==> src/rtl/dram_port_arb.sv <==
// Two-master arbiter for the single-port data RAM: CPU (m0) normally wins, the
// UART monitor (m1) wins when the CPU is halted or after STARVE_LIM refusals.
module dram_port_arb #(
    parameter int unsigned ADR_W      = 12,
    parameter int unsigned DATA_W     = 32,
    parameter int unsigned STARVE_LIM = 8
) (
    input  logic              clk,
    input  logic              rst_n,
    input  logic              cpu_run,
    input  logic              m0_req,
    input  logic              m0_we,
    input  logic [ADR_W-1:0]  m0_adr,
    input  logic [DATA_W-1:0] m0_wdata,
    output logic              m0_gnt,
    output logic              m0_rvalid,
    output logic [DATA_W-1:0] m0_rdata,
    input  logic              m1_req,
    input  logic              m1_we,
    input  logic [ADR_W-1:0]  m1_adr,
    input  logic [DATA_W-1:0] m1_wdata,
    output logic              m1_gnt,
    output logic              m1_rvalid,
    output logic [DATA_W-1:0] m1_rdata,
    output logic [ADR_W-1:0]  ram_adr,
    output logic [DATA_W-1:0] ram_wdata,
    output logic              ram_wen,
    input  logic [DATA_W-1:0] ram_rdata
);

    localparam int unsigned CNT_W = 8;
    localparam logic [CNT_W-1:0] CNT_LIM = CNT_W'(STARVE_LIM);
    localparam logic [CNT_W-1:0] CNT_MAX = '1;

    typedef enum logic [1:0] {
        OWN_NONE = 2'd0,
        OWN_M0   = 2'd1,
        OWN_M1   = 2'd2
    } own_e;

    own_e              rd_own_q, rd_own_d;
    logic [CNT_W-1:0]  starve_cnt_q, starve_cnt_d;
    logic [ADR_W-1:0]  adr_q, adr_d;
    logic [DATA_W-1:0] wdata_q, wdata_d;

    always_ff @(posedge clk or negedge rst_n) begin
        if (!rst_n) begin
            rd_own_q     <= OWN_NONE;
            starve_cnt_q <= '0;
            adr_q        <= '0;
            wdata_q      <= '0;
        end else begin
            rd_own_q     <= rd_own_d;
            starve_cnt_q <= starve_cnt_d;
            adr_q        <= adr_d;
            wdata_q      <= wdata_d;
        end
    end

    // Grant is same-cycle; forced low while in reset so nothing reaches the RAM.
    always_comb begin
        m0_gnt = 1'b0;
        m1_gnt = 1'b0;
        if (rst_n) begin
            if (m0_req && !m1_req) begin
                m0_gnt = 1'b1;
            end else if (m1_req && !m0_req) begin
                m1_gnt = 1'b1;
            end else if (m0_req && m1_req) begin
                if (!cpu_run || (starve_cnt_q >= CNT_LIM)) begin
                    m1_gnt = 1'b1;
                end else begin
                    m0_gnt = 1'b1;
                end
            end
        end
    end

    // RAM command follows the winner; address/data hold their last value when idle.
    always_comb begin
        ram_adr   = adr_q;
        ram_wdata = wdata_q;
        ram_wen   = 1'b0;
        rd_own_d  = OWN_NONE;
        if (m1_gnt) begin
            ram_adr   = m1_adr;
            ram_wdata = m1_wdata;
            ram_wen   = m1_we;
            rd_own_d  = m1_we ? OWN_NONE : OWN_M1;
        end else if (m0_gnt) begin
            ram_adr   = m0_adr;
            ram_wdata = m0_wdata;
            ram_wen   = m0_we;
            rd_own_d  = m0_we ? OWN_NONE : OWN_M0;
        end
        adr_d   = ram_adr;
        wdata_d = ram_wdata;
    end

    always_comb begin
        starve_cnt_d = '0;
        if (m1_req && !m1_gnt) begin
            starve_cnt_d = (starve_cnt_q == CNT_MAX) ? CNT_MAX : starve_cnt_q + CNT_W'(1);
        end
    end

    assign m0_rvalid = (rd_own_q == OWN_M0);
    assign m1_rvalid = (rd_own_q == OWN_M1);
    assign m0_rdata  = ram_rdata;
    assign m1_rdata  = ram_rdata;

endmodule
==> config.mk <==
export PLATFORM = sky130hd
export DESIGN_NAME = dram_port_arb
export DESIGN_NICKNAME = d
export VERILOG_FILES = /design/src/rtl/dram_port_arb.sv
export SDC_FILE = /design/constraint.sdc
export NUM_CORES = 1
export LEC_CHECK = 0
export ABC_AREA = 1
export CORE_MARGIN = 4
export CORE_UTILIZATION = 36
export CTS_CLUSTER_SIZE = 8
export DETAILED_ROUTE_END_ITERATION = 6
export GPL_TIMING_DRIVEN = 0
export HOLD_SLACK_MARGIN = 0.08
export PLACE_DENSITY_LB_ADDON = 0.3
export SETUP_SLACK_MARGIN = 0.02
export SLEW_MARGIN = 30
export SYNTH_ARGS = -nofsm -noshare
export SYNTH_HDL_FRONTEND = slang
export SYNTH_SLANG_ARGS = --single-unit
==> constraint.sdc <==
create_clock -name clk -period 1.7 [get_ports clk]
set_input_delay 0.255 -clock clk [delete_from_list [all_inputs] [get_ports clk]]
set_output_delay 0.255 -clock clk [all_outputs]
set_load 0.05 [all_outputs]
==> flow_metrics.env <==
export IMPL_status="complete, but fails checks"
export IMPL_violations="setup timing"
export IMPL_seq_area_frac_synth_pct=38.22
export IMPL_grt_remaining_overflow=0
export IMPL_finalSetupViolations=47
export IMPL_p_clk_share_pct=13.3
export IMPL_slowest_delay_ps=400
export IMPL_async_flop_share_pct=100.0
export IMPL_drc=0
export IMPL_post_route_period_util_pct=124.4
export IMPL_ys_flop_type="dfrtp_1"
export IMPL_track_usage_pct=20.82
export IMPL_nNetsFinal=907
export IMPL_cts_sinks=54
export IMPL_finalInstanceArea_um2=7300
export IMPL_synth_compound_area_share_pct=1.238
export IMPL_rows=35
export IMPL_p_int_mw=3.241
export IMPL_hold_viol=0
export IMPL_vdd_ir_drop_max_mv=0.4807
export IMPL_vias=4097
export IMPL_drtPass1Iterations=4
export IMPL_synthAdderAreaFrac_pct=0.7077
export IMPL_cts_root_buf="clkbuf_8"
export IMPL_placed_area_um2=5887
export IMPL_path_clk_slew_ps=90
export IMPL_grt_setup_unrepaired="yes"
export IMPL_cts_buffers=5
export IMPL_cp_depth=9
export IMPL_whs_path_depth=2
export IMPL_cts_tree="built"
export IMPL_synth_warnings=0
export IMPL_grt_pass1_wl_um=19530
export IMPL_pin_count=240
export IMPL_routed_via_density=4.512
export IMPL_leakage_nw=3.761
export IMPL_critPathSlowestCell="dfrtp_1"
export IMPL_period_minus_slack_ps=2114
export IMPL_synth_area_mux_share_pct=0
export IMPL_syn_to_final_growth_pct=106.4
export IMPL_max_clock_path_buffers=2
export IMPL_cp_startpoint="starve_cnt_q[7]$_DFF_PN0_"
export IMPL_avgSynthCellArea_um2=6.920
export IMPL_antenna_found_initial=0
export IMPL_drv_cap=0
export IMPL_ys_types=22
export IMPL_p_sw_share_pct=41.73
export IMPL_cp_start_kind="register"
export IMPL_synth_top_family_by_area="simple AND/OR/NAND/NOR gates"
export IMPL_grt_pass1_vias=4179
export IMPL_drt_iter0_drc=191
export IMPL_switching_power_mw=2.321
export IMPL_reg2reg_from="starve_cnt_q[7]$_DFF_PN0_"
export IMPL_synthesis_nets=640
export IMPL_die_h_um=107.1
export IMPL_crit_path_max_fanout=10
export IMPL_worstMarginPinSlew_ps=680.8
export IMPL_seqPwrFrac_pct=27.4
export IMPL_min_from="m0_we"
export IMPL_totalWireLength_um=13530
export IMPL_synth_xor_area_share_pct=0.4954
export IMPL_synth_seq_cells=54
export IMPL_synth_top_cell_by_area="dfrtp_1"
export IMPL_netlist_top_cells_area="dfrtp_1, nand2_1, buf_4, nand3_1, inv_1"
export IMPL_gp_congestion=0.7994
export IMPL_critPathBufInv=2
export IMPL_grt_max_degree=28
export IMPL_synth_most_common_cell="nand2_1"
export IMPL_fmaxAchievable_mhz=473.0
export IMPL_critical_path_class="reg -> out"
export IMPL_powerDensity_nw_per_um2=761.9
export IMPL_synth_area_um2=3536
export IMPL_worst_clock_skew_ps=3.330
export IMPL_dieArea_um2=11470
export IMPL_initial_core_util_pct=37.55
export IMPL_synth_top_area_share_pct=38.22
export IMPL_fp_dieW_um=107.1
export IMPL_insertion_delay_ps=300
export IMPL_hpwl_um=8844
export IMPL_r2r_cells=10
export IMPL_synth_common_cells="nand2_1, inv_1, nand3_1, buf_4, dfrtp_1"
export IMPL_crit_required_ps=1440
export IMPL_cp_top_family="simple AND/OR/NAND/NOR gates"
export IMPL_combPwrFrac_pct=59.4
export IMPL_crit_arrival_ps=1860
export IMPL_postSynthCellCount=511
export IMPL_synth_edf_count=0
export IMPL_portBuffers=207
export IMPL_crit_path_cell_trace="nor2_2 > nand3_2 > nand2_4 > nand2_8 > buf_8 > nand2_1 > nand3_1 > nand2_2 > buf_8"
export IMPL_coreArea_um2=9415
export IMPL_pre_cts_slack_ps=-1156
export IMPL_drive_gt1_share_pct=39.15
export IMPL_setup_ws_ps=-414.2
export IMPL_crit_top_cell="buf_8"
export IMPL_worstSetupEndpointType="output port"
export IMPL_synthSimpleGateAreaFrac_pct=31.74
export IMPL_drv_slew=0
export IMPL_wl_per_cell_um=14.90
export IMPL_htreeDepth=2
export IMPL_antenna_cells=0
export IMPL_slew_headroom_pct=54.47
export IMPL_antenna_left=0
export IMPL_hold_path_class="in -> reg"
-- registers in the layout (all words and copies together) (netlist names) --
signal / count
wdata_q: 32
adr_q: 12
starve_cnt_q: 8
rd_own_q: 2
-- final cells by class --
cell class / count / area, µm²
timing repair buffer: 260 / 2843
fill: 607 / 2116
multi-input combinational: 272 / 1747
sequential: 54 / 1351
buffer: 84 / 719.4
inverter: 101 / 386.6
tap: 129 / 161.4
clock buffer: 7 / 86.33
clock inverter: 1 / 5.005
-- power by group through the flow --
stage / Combinational, mW / Sequential [mW] / Clock, mW
finish: 3.30 / 1.52 / 0.737
global route: 3.47 / 1.54 / 0.812
CTS: 2.92 / 1.52 / 0.766
detailed placement: 2.51 / 1.55 / 0
global placement: 2.48 / 1.54 / 0
floorplan: 1.62 / 1.53 / 0
-- layer usage --
layer  wire [µm]  vias to the layer above  track usage [%]
met4         123                        0            3.653
met2        7404                      170            38.47
li1            -                     2001                -
met3        1036                       10            5.479
met1        4964                     1916            24.28
met5           0                        -                0
-- cells in the final DEF, fill, tap and decap left out, types with 4 or more instances in the layout --
cell               n
dfrtp_1           54
nand2_2           48
buf_8             55
nand3_2           29
nand2_4           23
a21oi_1            4
nand3_4            8
buf_12             5
clkdlybuf4s50_1  156
nand2_1           77
nor2_1            14
buf_4            100
inv_1             98
nand3_1           54
buf_6             14
clkbuf_8           6
-- cell families after synthesis --
family                   Yosys count
XOR/XNOR                           2
AND/OR/NAND/NOR                  259
buffers and inverters            186
adder cells (fa/ha/maj)            2
flip-flops                        54
AO/OA/AOI/OAI                      8
-- stage by stage --
| stage | std cells | setup TNS [ps] | utilization (%) | hold WS [ps] | total power, mW |
|---|---|---|---|---|---|
| after global routing | 908 | -19890 | 77.53 | 503.8 | 5.817 |
| final | 908 | -14730 | 77.53 | 512.8 | 5.561 |
| after global placement | 847 | -323040 | 62.34 | 488.9 | 4.018 |
| after floorplan | 511 | -62.08 | - | -40.59 | 3.152 |
| after CTS | 886 | -14310 | 71.31 | 501.3 | 5.203 |
| after detailed placement | 848 | -61810 | 62.52 | 199.2 | 4.059 |
-- path summary, 6_finish.rpt --
kind                                             end  slack (ps)
max                                    ram_wdata[28]        -410
min                            rd_own_q[0]$_DFF_PN0_         510
max reg2reg                    wdata_q[11]$_DFF_PN0_          40
min reg2reg                starve_cnt_q[0]$_DFF_PN0_         510
max in group asynchronous        adr_q[11]$_DFF_PN0_         480
min in group asynchronous      wdata_q[25]$_DFF_PN0_         680
-- timing repair --
item	in CTS	in global routing
setup buffers	17	21
setup endpoints to repair	51	47
endpoints found under the hold margin	54	0
pin swaps	20	41
cloned	7	2
hold buffers	6	0
gates resized for setup	447	88
-- worst register-to-register path, stage by stage, from the launching register on --
cell and delay [ps]:
dfrtp_1 400, nor2_2 150, nand3_2 110, nand2_4 140
buf_6 130, buf_6 130, nand3_4 80, nand3_4 100
nand2_4 70, buf_4 130, buf_4 120
Power figures use the tool's default switching activity.
